===== config.mk =====
export PLATFORM = sky130hd
export DESIGN_NAME = glyph_string_renderer_flat
export DESIGN_NICKNAME = d
export VERILOG_FILES = /design/src/rtl/glyph_string_renderer_if.sv /design/src/rtl/glyph_string_renderer.sv /design/src/flat_wrapper.sv
export SDC_FILE = /design/constraint.sdc
export NUM_CORES = 1
export LEC_CHECK = 0
export ABC_AREA = 1
export CELL_PAD_IN_SITES_DETAIL_PLACEMENT = 1
export CELL_PAD_IN_SITES_GLOBAL_PLACEMENT = 1
export CORE_ASPECT_RATIO = 0.75
export CORE_MARGIN = 4
export CORE_UTILIZATION = 43
export DETAILED_ROUTE_END_ITERATION = 8
export GPL_TIMING_DRIVEN = 0
export MAX_ROUTING_LAYER = met4
export PLACE_DENSITY_LB_ADDON = 0.08
export RECOVER_POWER = 100
export SETUP_SLACK_MARGIN = 0.4
export SYNTH_ARGS = -nofsm -noshare
export SYNTH_HDL_FRONTEND = slang
export SYNTH_SLANG_ARGS = --single-unit

===== constraint.sdc =====
create_clock -name clk -period 33 [get_ports clk]
set_input_delay 3.3 -clock clk [delete_from_list [all_inputs] [get_ports clk]]
set_output_delay 3.3 -clock clk [all_outputs]
set_load 0.03 [all_outputs]

===== src/rtl/glyph_string_renderer_if.sv =====
// Handshake and pixel-output bundle for glyph_string_renderer.
//   master: job requester (drives start/mode/origin/bitmaps/colours, reads status and pixels)
//   slave : the renderer itself
// Signals:
//   start, mode, x, y, glyphs, fg_colour, bg_colour, transparent : job request
//   busy, done                                                  : job status
//   x_out, y_out, colour, writeEn                               : VGA adapter write port
interface glyph_string_renderer_if #(
    parameter int NUM_GLYPHS = 3,
    parameter int GLYPH_W    = 12,
    parameter int GLYPH_H    = 12,
    parameter int X_W        = 8,
    parameter int Y_W        = 7,
    parameter int COLOUR_W   = 3
);
    logic                                  start;
    logic                                  mode;
    logic [X_W-1:0]                        x;
    logic [Y_W-1:0]                        y;
    logic [NUM_GLYPHS*GLYPH_W*GLYPH_H-1:0] glyphs;
    logic [COLOUR_W-1:0]                   fg_colour;
    logic [COLOUR_W-1:0]                   bg_colour;
    logic                                  transparent;
    logic                                  busy;
    logic                                  done;
    logic [X_W-1:0]                        x_out;
    logic [Y_W-1:0]                        y_out;
    logic [COLOUR_W-1:0]                   colour;
    logic                                  writeEn;

    modport master (
        output start, mode, x, y, glyphs, fg_colour, bg_colour, transparent,
        input  busy, done, x_out, y_out, colour, writeEn
    );

    modport slave (
        input  start, mode, x, y, glyphs, fg_colour, bg_colour, transparent,
        output busy, done, x_out, y_out, colour, writeEn
    );
endinterface


===== src/rtl/glyph_string_renderer.sv =====
// glyph_string_renderer
// Draws a string of NUM_GLYPHS monochrome GLYPH_W x GLYPH_H bitmaps at a latched
// origin, or clears the whole screen, emitting one pixel per clock to a VGA
// adapter write port. Pixels falling off the screen are suppressed (writeEn = 0)
// but still take their cycle, so a job always lasts a fixed number of cycles.
// Ports:
//   clk   : rising-edge clock
//   reset : asynchronous, active-high; aborts any job without a done pulse
//   bus   : glyph_string_renderer_if.slave (request, status, pixel output)
module glyph_string_renderer #(
    parameter int NUM_GLYPHS = 3,
    parameter int GLYPH_W    = 12,
    parameter int GLYPH_H    = 12,
    parameter int GAP        = 0,
    parameter int SCREEN_W   = 160,
    parameter int SCREEN_H   = 120,
    parameter int X_W        = 8,
    parameter int Y_W        = 7,
    parameter int COLOUR_W   = 3
) (
    input logic                     clk,
    input logic                     reset,
    glyph_string_renderer_if.slave  bus
);
    localparam int G    = GLYPH_W * GLYPH_H;
    localparam int NB   = NUM_GLYPHS * G;
    localparam int BI_W = (NB > 1) ? $clog2(NB) : 1;
    localparam int CW   = $clog2(GLYPH_W + 1);
    localparam int RW   = $clog2(GLYPH_H + 1);
    localparam int KW   = $clog2(NUM_GLYPHS + 1);
    localparam int OW   = $clog2(G + 1);
    localparam int PX_W = X_W + 8;
    localparam int PY_W = Y_W + 8;

    localparam logic [1:0] S_IDLE  = 2'd0;
    localparam logic [1:0] S_DRAW  = 2'd1;
    localparam logic [1:0] S_CLEAR = 2'd2;

    // Control state
    logic [1:0]          state;
    logic                drain;
    logic                busy_r, done_r, we_r;
    logic [X_W-1:0]      x_r;
    logic [Y_W-1:0]      y_r;
    logic [COLOUR_W-1:0] colour_r;
    logic [CW-1:0]       col;
    logic [RW-1:0]       row;
    logic [KW-1:0]       gk;
    logic [OW-1:0]       off;         // row*GLYPH_W + col within the current glyph
    logic [BI_W-1:0]     glyph_base;  // bit index of row 0/col 0 of the current glyph
    logic [PX_W-1:0]     kx;          // k*(GLYPH_W+GAP)
    logic [X_W-1:0]      cx;
    logic [Y_W-1:0]      cy;

    // Job data captured at acceptance
    logic [X_W-1:0]      x_l;
    logic [Y_W-1:0]      y_l;
    logic [NB-1:0]       glyphs_l;
    logic [COLOUR_W-1:0] fg_l, bg_l;
    logic                tr_l;

    wire accept = (state == S_IDLE) && bus.start;

    always_ff @(posedge clk) begin
        if (accept) begin
            x_l      <= bus.x;
            y_l      <= bus.y;
            glyphs_l <= bus.glyphs;
            fg_l     <= bus.fg_colour;
            bg_l     <= bus.bg_colour;
            tr_l     <= bus.transparent;
        end
    end

    // Stage p0: pixel addressed by the counters, widened so off-screen
    // coordinates never wrap back onto the visible area
    logic [BI_W-1:0] bit_idx_p0;
    logic            bit_p0, vis_p0, we_p0, draw_last_p0, clear_last_p0;
    logic [PX_W-1:0] px_p0;
    logic [PY_W-1:0] py_p0;

    always_comb begin
        bit_idx_p0    = glyph_base - BI_W'(off);
        bit_p0        = glyphs_l[bit_idx_p0];
        px_p0         = PX_W'(x_l) + kx + PX_W'(col);
        py_p0         = PY_W'(y_l) + PY_W'(row);
        vis_p0        = (px_p0 < PX_W'(SCREEN_W)) && (py_p0 < PY_W'(SCREEN_H));
        we_p0         = (bit_p0 | ~tr_l) & vis_p0;
        draw_last_p0  = (gk == KW'(NUM_GLYPHS - 1)) && (row == RW'(GLYPH_H - 1)) &&
                        (col == CW'(GLYPH_W - 1));
        clear_last_p0 = (cx == X_W'(SCREEN_W - 1)) && (cy == Y_W'(SCREEN_H - 1));
    end

    // Stage p1: registered outputs; drain is the extra busy cycle after the
    // last pixel, ending in the done pulse
    always_ff @(posedge clk or posedge reset) begin
        if (reset) begin
            state      <= S_IDLE;
            drain      <= 1'b0;
            busy_r     <= 1'b0;
            done_r     <= 1'b0;
            we_r       <= 1'b0;
            x_r        <= '0;
            y_r        <= '0;
            colour_r   <= '0;
            col        <= '0;
            row        <= '0;
            gk         <= '0;
            off        <= '0;
            glyph_base <= '0;
            kx         <= '0;
            cx         <= '0;
            cy         <= '0;
        end else begin
            done_r <= 1'b0;
            we_r   <= 1'b0;
            case (state)
                S_IDLE: begin
                    if (bus.start) begin
                        state      <= bus.mode ? S_CLEAR : S_DRAW;
                        busy_r     <= 1'b1;
                        drain      <= 1'b0;
                        col        <= '0;
                        row        <= '0;
                        gk         <= '0;
                        off        <= '0;
                        glyph_base <= BI_W'(G - 1);
                        kx         <= '0;
                        cx         <= '0;
                        cy         <= '0;
                    end
                end
                S_DRAW, S_CLEAR: begin
                    if (drain) begin
                        state  <= S_IDLE;
                        drain  <= 1'b0;
                        busy_r <= 1'b0;
                        done_r <= 1'b1;
                    end else if (state == S_DRAW) begin
                        x_r      <= px_p0[X_W-1:0];
                        y_r      <= py_p0[Y_W-1:0];
                        colour_r <= bit_p0 ? fg_l : bg_l;
                        we_r     <= we_p0;
                        drain    <= draw_last_p0;
                        if (col == CW'(GLYPH_W - 1)) begin
                            col <= '0;
                            if (row == RW'(GLYPH_H - 1)) begin
                                row        <= '0;
                                off        <= '0;
                                gk         <= gk + 1'b1;
                                glyph_base <= glyph_base + BI_W'(G);
                                kx         <= kx + PX_W'(GLYPH_W + GAP);
                            end else begin
                                row <= row + 1'b1;
                                off <= off + 1'b1;
                            end
                        end else begin
                            col <= col + 1'b1;
                            off <= off + 1'b1;
                        end
                    end else begin
                        x_r      <= cx;
                        y_r      <= cy;
                        colour_r <= bg_l;
                        we_r     <= 1'b1;
                        drain    <= clear_last_p0;
                        if (cx == X_W'(SCREEN_W - 1)) begin
                            cx <= '0;
                            cy <= cy + 1'b1;
                        end else begin
                            cx <= cx + 1'b1;
                        end
                    end
                end
                default: state <= S_IDLE;
            endcase
        end
    end

    assign bus.busy    = busy_r;
    assign bus.done    = done_r;
    assign bus.writeEn = we_r;
    assign bus.x_out   = x_r;
    assign bus.y_out   = y_r;
    assign bus.colour  = colour_r;
endmodule


===== src/flat_wrapper.sv =====
// flat-port wrapper written by rule: the top's interface ports become plain ports
module glyph_string_renderer_flat 
#(
    parameter int NUM_GLYPHS = 3,
    parameter int GLYPH_W    = 12,
    parameter int GLYPH_H    = 12,
    parameter int GAP        = 0,
    parameter int SCREEN_W   = 160,
    parameter int SCREEN_H   = 120,
    parameter int X_W        = 8,
    parameter int Y_W        = 7,
    parameter int COLOUR_W   = 3
)
  (clk, reset, bus_start, bus_mode, bus_x, bus_y, bus_glyphs, bus_fg_colour, bus_bg_colour, bus_transparent, bus_busy, bus_done, bus_x_out, bus_y_out, bus_colour, bus_writeEn);
  glyph_string_renderer_if #(.NUM_GLYPHS(NUM_GLYPHS), .GLYPH_W(GLYPH_W), .GLYPH_H(GLYPH_H), .X_W(X_W), .Y_W(Y_W), .COLOUR_W(COLOUR_W)) bus_i ();
  input logic clk;
  input logic reset;
  input wire logic [$bits(bus_i.start)-1:0] bus_start;
  input wire logic [$bits(bus_i.mode)-1:0] bus_mode;
  input wire logic [$bits(bus_i.x)-1:0] bus_x;
  input wire logic [$bits(bus_i.y)-1:0] bus_y;
  input wire logic [$bits(bus_i.glyphs)-1:0] bus_glyphs;
  input wire logic [$bits(bus_i.fg_colour)-1:0] bus_fg_colour;
  input wire logic [$bits(bus_i.bg_colour)-1:0] bus_bg_colour;
  input wire logic [$bits(bus_i.transparent)-1:0] bus_transparent;
  output wire logic [$bits(bus_i.busy)-1:0] bus_busy;
  output wire logic [$bits(bus_i.done)-1:0] bus_done;
  output wire logic [$bits(bus_i.x_out)-1:0] bus_x_out;
  output wire logic [$bits(bus_i.y_out)-1:0] bus_y_out;
  output wire logic [$bits(bus_i.colour)-1:0] bus_colour;
  output wire logic [$bits(bus_i.writeEn)-1:0] bus_writeEn;
  assign bus_i.start = bus_start;
  assign bus_i.mode = bus_mode;
  assign bus_i.x = bus_x;
  assign bus_i.y = bus_y;
  assign bus_i.glyphs = bus_glyphs;
  assign bus_i.fg_colour = bus_fg_colour;
  assign bus_i.bg_colour = bus_bg_colour;
  assign bus_i.transparent = bus_transparent;
  assign bus_busy = bus_i.busy;
  assign bus_done = bus_i.done;
  assign bus_x_out = bus_i.x_out;
  assign bus_y_out = bus_i.y_out;
  assign bus_colour = bus_i.colour;
  assign bus_writeEn = bus_i.writeEn;
  glyph_string_renderer #(.NUM_GLYPHS(NUM_GLYPHS), .GLYPH_W(GLYPH_W), .GLYPH_H(GLYPH_H), .GAP(GAP), .SCREEN_W(SCREEN_W), .SCREEN_H(SCREEN_H), .X_W(X_W), .Y_W(Y_W), .COLOUR_W(COLOUR_W)) u_core (.clk(clk), .reset(reset), .bus(bus_i));
endmodule

==> key figures, run 1 <==
Critical path
  – WP data required: ~33 ns
  – R2R Path Start: u_core.state[1]$_DFFE_PP0P_
  – Slowest cell on the critical path: clkbuf_1
  – Worst-path cell chain: dlygate4sd3_1 > nand2_1 > clkinvlp_2 > clkbuf_1 > clkbuf_1 > clkbuf_1 > buf_16
  – Worst setup EP type: flop
  – CP most frequent cell: clkbuf_1
  – Critical Path Max Stage Delay: around 4.8 ns
  – Worst setup SP type: input pin
  – FF-to-FF setup slack: 18.39 ns
  – Worst-path fanout max: approximately 120
  – Critical Path AT: ~17 ns
  – Worst R2R Path Depth: 8
  – Crit Path Category: in2reg
  – Reg2reg end: u_core.glyphs_l[44]$_DFFE_PP_

Yosys
  – Synth cell types: 39
  – Synth top area cells: edfxtp_1 (59%), nand2_1 (8.5%), dfrtp_1 (8.3%), nand3_1 (4.9%), nor2_1 (4.2%)
  – #FFs+latches synth: ~530
  – Syn Inst Count: 2192
  – Synth Flop Type: edfxtp_1
  – Syn nets: ~2.7k
  – Area leader, netlist: edfxtp_1
  – Avg Inst Size Synth: ~11 sq um
  – Cell Area, Synth: between 20000 and 25000 sq um
  – Post-synth EDFFs: 454
  – Synth warn: 0
  – Fraction of registers with async set/reset: 14.5%
  – Sequential-to-total area share from yosys stat: 67.1%
  – Top cell type's share of synthesized area: about three fifths

Power
  – Switching Fraction: a little over two fifths
  – Clock power frac: between 20% and 30%
  – Cell Pwr Density: between 90 and 100 nW/um^2
  – Leak pwr: around 12 nW
  – Combinational share of power: 43.4%
  – Int Power: roughly 1.6 mW
  – Sequential share of power: roughly a third
  – Worst vdd ir: approximately 0.063 mV
  – Switching pwr: 1.21 mW

Timing
  – Worst Tran Pin Value: 6.61 ns
  – Period utilization: approximately half
  – Final setup vio count: 0
  – Fin Setup TNS: 0 ns
  – Final hold vios: 0
  – Max-slew violation count: ~410
  – Final min period: roughly 17 ns
  – Slew headroom: -341%
  – Peak Freq: about 58 MHz
  – RSZ-0062 raised after global routing: no
  – Skew final: around 0.021 ns
  – Final setup margin: about 16 ns

Global routing
  – Initial antenna violation count: between 40 and 50
  – GR Overflow Total: 0
  – Wire length of the first global-routing pass: 128000 um
  – Largest net degree at the start of global routing: about 120
  – GRT Total Usage: a little under a third
  – Vias in the first global route: around 20k

Place
  – I/O Buffers: 478
  – RD Place Congestion: a little over 0.9
  – Post-DP Area: about 29000 sq um
  – HPWL after detailed placement: about 68000 um
  – Pre-CTS setup slack: between 20 and 30 ns

Clock tree
  – CTS Sinks: around 530
  – Reg clk slew, reported paths: about 0.070 ns
  – CTS max path bufs: 3
  – PostCTS Resize Cnt: 0
  – TritonCTS buffer count: between 50 and 60
  – CTS H-Tree Depth: 2
  – Post-CTS Setup Bufs: 0
  – Root Driver: clkbuf_16
  – CTS tree: done
  – Worst skew pair latency: ~0.6 ns
  – Hold_buf cts: 0

Run status
  – Run status: finished with violations
  – Violated checks: capacitance limit, slew limit

Routing
  – Antenna viol nets, final: 0
  – Wirelength per Cell: 25.1 um
  – Drt pass-1 iters: 6
  – Routed WL: ~88000 um
  – Initial detailed-routing violation count: around 2.1k
  – Residual DRC: 0
  – Drt via density: about 5.4
  – Routed via count: approximately 19k

Flow run
  – Max-Cap Viols: 5

Final layout
  – Fin area: about 30000 sq um
  – Area grow syn2layout: 32.2%
  – Most common cell after layout, fill and taps aside: nand2_1
  – Nets: 3232
  – Fraction of layout cells with a size suffix above 1: under 10%
  – Fill cell count: about 5.8k
  – Core Util, Final: approximately 58%
  – Most frequent cells in the layout: nand2_1 (525), dlygate4sd3_1 (477), edfxtp_1 (454)

Die
  – IO Pins: ~480
  – Die height: approximately 210 um
  – Row cnt: 73
  – Placeable Area: ~53000 sq um
  – Initial Util: a little over two fifths
  – Die W: approximately 280 um
  – Die area: 57700 sq um

Hold path
  – Hold depth: 2
  – Tightest Hold Check Type: reg2reg
  – WHS Endpoint: u_core.bus.x_out[7]$_DFFE_PP0P_
  – Hold_sp: u_core.bus.x_out[7]$_DFFE_PP0P_
## per-layer routing
metal  part of all wire, %  GRT usage (%)  vias to the layer above
li1                      -              -                     8627
met1                    43           42.3                     9479
met2                    47           48.0                      756
met3                   8.2           6.15                      117
met4                   2.0           6.34                        0
met5                     0              -                        -
## cell families (layout without fill, tap and decap cells)
logic type / Yosys count / in the layout / share of synthesized area, %
and+or+nand+nor: 1062 / 1062 / 18.9
DFF: 531 / 531 / 67.1
AOI/OAI and AO/OA: 276 / 276 / 6.36
buffers and inverters: 263 / 844 / 4.50
adders and majority gates: 43 / 43 / 2.48
xor gates and xnor gates: 17 / 17 / 0.707
other: 0 / 37 / 0
## layout make-up
type	count	area [sq um]	share of cell area (%)
Clock inverter	30	262	0.853
Sequential cell	531	15600	50.8
Timing Repair Buffer	483	4830	15.7
Multi-Input combinational cell	1398	6570	21.4
Inverter	164	618	2.02
Tap cell	712	891	2.91
Antenna cell	37	92.6	0.302
Buffer	99	425	1.39
Clock buffer	68	1400	4.58
## power by group through the flow
stage	clock [mW]	sequential (mW)	combinational, mW
3_3_place_gp	0	1.09	1.16
3_5_place_dp	0	0.978	1.21
5_1_grt	0.632	1.00	1.31
6_report	0.598	0.988	1.21
4_1_cts	0.603	0.966	1.22
2_1_floorplan	0	1.06	0.664
## synthesized netlist by cell type, types with 2 or more instances
cell and n:
nand2_1 525, edfxtp_1 454, nor2_1 257, nand3_1 229
o21ai_0 164, inv_1 159, dfrtp_1 77, a21oi_1 64
buf_2 45, clkbuf_1 39, ha_1 38, nor3_1 27
buf_1 15, o211ai_1 12, xor2_1 11, nand4_1 10
o22ai_1 10, o21ai_1 8, nor4_1 6, a31oi_1 5
fa_1 5, o21a_1 4, xnor2_1 4, and3_1 3
clkinv_1 3, inv_2 2, o21ai_2 2, o32ai_1 2
or2_2 2
## metrics by stage
stage / cells / hold slack [ns] / power (mW)
6_report: 3522 / 0.485 / 2.80
2_1_floorplan: 2192 / 0.449 / 1.73
3_5_place_dp: 3387 / 0.474 / 2.19
4_1_cts: 3485 / 0.490 / 2.79
3_3_place_gp: 3382 / 0.471 / 2.25
5_1_grt: 3511 / 0.529 / 2.95
## how the worst max path moves through the flow
stage                     depth (start not counted)      start                             end  slack (ns)
after CTS                                         7  bus_start  u_core.glyphs_l[301]$_DFFE_PP_       26.89
after detailed placement                          7  bus_start  u_core.glyphs_l[301]$_DFFE_PP_       26.26
after floorplan                                   2  bus_start        u_core.bg_l[0]$_DFFE_PP_       20.02
final                                             7  bus_start   u_core.glyphs_l[44]$_DFFE_PP_       15.85
after global routing                              7  bus_start  u_core.glyphs_l[301]$_DFFE_PP_       14.61
after global placement                            5  bus_start     u_core.bus.busy$_DFFE_PP0P_       15.56
## worst max-delay path: cells and delay by family
kind	cells	cell delay, ns
buf+inv	6	13.74
simple gates	1	0.11
## sequential cells by signal (all words and copies together) (netlist names)
| signal | cells |
|---|---|
| u_core.bg_l | 3 |
| u_core.bus.busy | 1 |
| u_core.bus.colour | 3 |
| u_core.bus.done | 1 |
| u_core.bus.writeEn | 1 |
| u_core.bus.x_out | 8 |
| u_core.bus.y_out | 7 |
| u_core.col | 4 |
| u_core.cx | 8 |
| u_core.cy | 7 |
| u_core.drain | 1 |
| u_core.fg_l | 3 |
| u_core.gk | 2 |
| u_core.glyph_base | 6 |
| u_core.glyphs_l | 432 |
| u_core.kx | 14 |
| u_core.off | 8 |
| u_core.row | 4 |
| u_core.state | 2 |
| u_core.tr_l | 1 |
| u_core.x_l | 8 |
| u_core.y_l | 7 |
(Power assumes the default switching activity.)
==> run 2: changes to the inputs <==
- CORE_UTILIZATION: 43 -> 40
- clock period: 33 -> 17.1 ns (I/O delays scaled with it)
==> key figures, run 2 (synthesis gave the netlist of run 1 again) <==
Global routing
  – GRT Total Usage: 29.1% (was 30.7%)
  – Vias in the first global route: 20.0k (was 19.9k)
  – Wire length of the first global-routing pass: 129000 um (was 128000 um)
  – Largest net degree at the start of global routing: 137 (was 119)
  – GR Overflow Total: 0 (unchanged)
  – Initial antenna violation count: 51 (was 41)

Clock tree
  – Root Driver: clkbuf_16 (unchanged)
  – CTS max path bufs: 3 (unchanged)
  – Post-CTS Setup Bufs: 0 (unchanged)
  – CTS H-Tree Depth: 2 (unchanged)
  – CTS tree: done (unchanged)
  – TritonCTS buffer count: 54 (unchanged)
  – Worst skew pair latency: 0.61 ns (about the same)
  – Reg clk slew, reported paths: 0.06 ns (was 0.07 ns)
  – CTS Sinks: 531 (unchanged)
  – PostCTS Resize Cnt: 0 (unchanged)
  – Hold_buf cts: 0 (unchanged)

Routing
  – Antenna viol nets, final: 0 (unchanged)
  – Routed via count: 19.1k (was 19.0k)
  – Routed WL: 89200 um (was 88400 um)
  – Residual DRC: 0 (unchanged)
  – Initial detailed-routing violation count: 1989 (was 2125)
  – Drt pass-1 iters: 6 (unchanged)
  – Wirelength per Cell: 24.9 um (was 25.1 um)
  – Drt via density: 5.33 (was 5.39)

Place
  – RD Place Congestion: 0.882 (was 0.928)
  – I/O Buffers: 478 (unchanged)
  – Pre-CTS setup slack: 12.47 ns (was 26.26 ns)
  – HPWL after detailed placement: 68200 um (was 67600 um)
  – Placed cells: 3454 (was 3387)

Final layout
  – Area grow syn2layout: 32.5% (was 32.2%)
  – Largest regs: u_core.glyphs_l (432), u_core.kx (14) (unchanged)
  – Cell Count, Final, Fillers Out: 3586 (was 3522)
  – Fraction of layout cells with a size suffix above 1: 4.41% (was 4.51%)
  – Max reg flops: 432 (unchanged)
  – Nets: 3231 (was 3232)
  – Core Util, Final: 53.5% (was 57.7%)
  – Most frequent cells in the layout: nand2_1 (525), dlygate4sd3_1 (477), edfxtp_1 (454) (unchanged)
  – Most flops, register: u_core.glyphs_l (unchanged)
  – Most common cell after layout, fill and taps aside: nand2_1 (unchanged)

Timing
  – Final setup vio count: 0 (unchanged)
  – Final setup margin: 8.57 ns (was 15.85 ns)
  – Peak Freq: ~120 MHz
  – Worst Tran Pin Value: 5.80 ns (was 6.61 ns)
  – Final hold vios: 0 (unchanged)
  – Fin Setup TNS: 0 ns (unchanged)
  – Slew headroom: -287% (was -341%)
  – Skew final: 0.0210 ns (was 0.0211 ns)
  – Max-slew violation count: 213 (was 414)
  – Period utilization: about half
  – Final min period: 8.53 ns
  – RSZ-0062 raised after global routing: no (unchanged)

Flow run
  – Max-Cap Viols: 4 (was 5)

Die
  – Die area: 61900 sq um (was 57700 sq um)
  – Row cnt: 76 (was 73)
  – Initial Util: 40.4% (was 43.6%)
  – IO Pins: 479 (unchanged)
  – Placeable Area: 57400 sq um (was 53200 sq um)
  – Die W: 286 um (was 276 um)
  – Die height: 217 um (was 209 um)

Run status
  – Violated checks: capacitance limit, slew limit (unchanged)
  – Run status: finished with violations (unchanged)

Power
  – Cell Pwr Density: 175 nW/um^2 (was 91.3 nW/um^2)
  – Leak pwr: 12.1 nW (about the same)
  – Total power: 5.38 mW (was 2.80 mW)
  – Worst vdd ir: 0.0935 mV (was 0.0632 mV)

Critical path
  – Critical path's top delay family: buffers and inverters (unchanged)
  – WP data required: 17.39 ns (was 33.23 ns)
  – R2R Path Start: u_core.state[0]$_DFFE_PP0P_ (was u_core.state[1]$_DFFE_PP0P_)
  – Worst setup SP type: input pin (unchanged)
  – Worst-path fanout max: 136 (was 118)
  – CP most frequent cell: buf_16 (was clkbuf_1)
  – Crit path from: bus_start (unchanged)
  – Critical Path AT: 8.81 ns (was 17.38 ns)
  – Worst-path cell chain: dlygate4sd3_1 > nand2_1 > clkinvlp_2 > buf_16 > buf_16 (was dlygate4sd3_1 > nand2_1 > clkinvlp_2 > clkbuf_1 > clkbuf_1 > clkbuf_1 > buf_16)
  – Critical Path Max Stage Delay: 4.22 ns (was 4.81 ns)
  – Crit Path Category: in2reg (unchanged)
  – Slowest cell on the critical path: clkinvlp_2 (was clkbuf_1)
  – Worst setup EP type: flop (unchanged)
  – Worst Path Buf+Inv: 4 (was 6)

Hold path
  – Tightest Hold Check Type: reg2reg (unchanged)
  – Hold_sp: u_core.bus.y_out[3]$_DFFE_PP0P_ (was u_core.bus.x_out[7]$_DFFE_PP0P_)
==> run 2: cell types whose count changed in the layout (fill, tap and decap cells not counted), moves of 2 or more <==
cell and change:
buf_16 +2, clkinvlp_4 +3, clkbuf_1 -5, diode_2 +2, inv_6 -2, clkinv_2 -6
==> run 2: final timing paths <==
kind,endpoint,slack (ns),cells after the start
worst min-delay path,u_core.bus.y_out[3]$_DFFE_PP0P_,0.48,2
min in group asynchronous,u_core.kx[14]$_DFFE_PP0P_,1.94,2
worst max-delay path,u_core.glyphs_l[100]$_DFFE_PP_,8.57,5
worst max register to register,u_core.glyphs_l[100]$_DFFE_PP_,9.55,6
max in group asynchronous,u_core.bus.colour[1]$_DFFE_PP0P_,11.94,3
worst min register to register,u_core.bus.y_out[3]$_DFFE_PP0P_,0.48,2
==> run 2: through the flow <==
stage	cell area, sq um	hold WS [ns]
floorplan	23200	0.449
global placement	29000	0.470
detailed placement	29100	0.472
CTS	30700	0.489
global route	30700	0.505
finish	30700	0.481
==> run 2: worst reg2reg max path: stages, from the launching register on <==
cell        delay [ns]
dfrtp_1           0.38
inv_1             0.10
ha_1              0.24
nand2_1           0.14
clkinvlp_2        4.22
buf_16            1.49
buf_16            0.57
==> run 2: where the power goes <==
part           internal [mW]  switching, mW
Sequential              1.79         0.0991
Combinational          0.625           1.74
Clock                  0.622          0.511
Total                   3.03           2.35
==> run 2: layout make-up <==
cell class | count | area, sq um
Sequential cell | 531 | 15600
Fill cell | 6370 | 26700
Multi-Input combinational cell | 1398 | 6570
Clock buffer | 67 | 1400
Buffer | 99 | 427
Antenna cell | 39 | 97.6
Timing Repair Buffer | 482 | 4870
Clock inverter | 26 | 215
Tap cell | 780 | 976
Inverter | 164 | 618
==> run 2: layer usage <==
metal / GRT usage, % / wire (um) / vias up / part of all wire [%]
li1: - / - / 8633 / -
met1: 40.4 / 38900 / 9591 / 44
met2: 44.7 / 40900 / 774 / 46
met3: 5.80 / 7560 / 118 / 8.5
met4: 6.87 / 1880 / 0 / 2.1
met5: - / 0 / - / 0
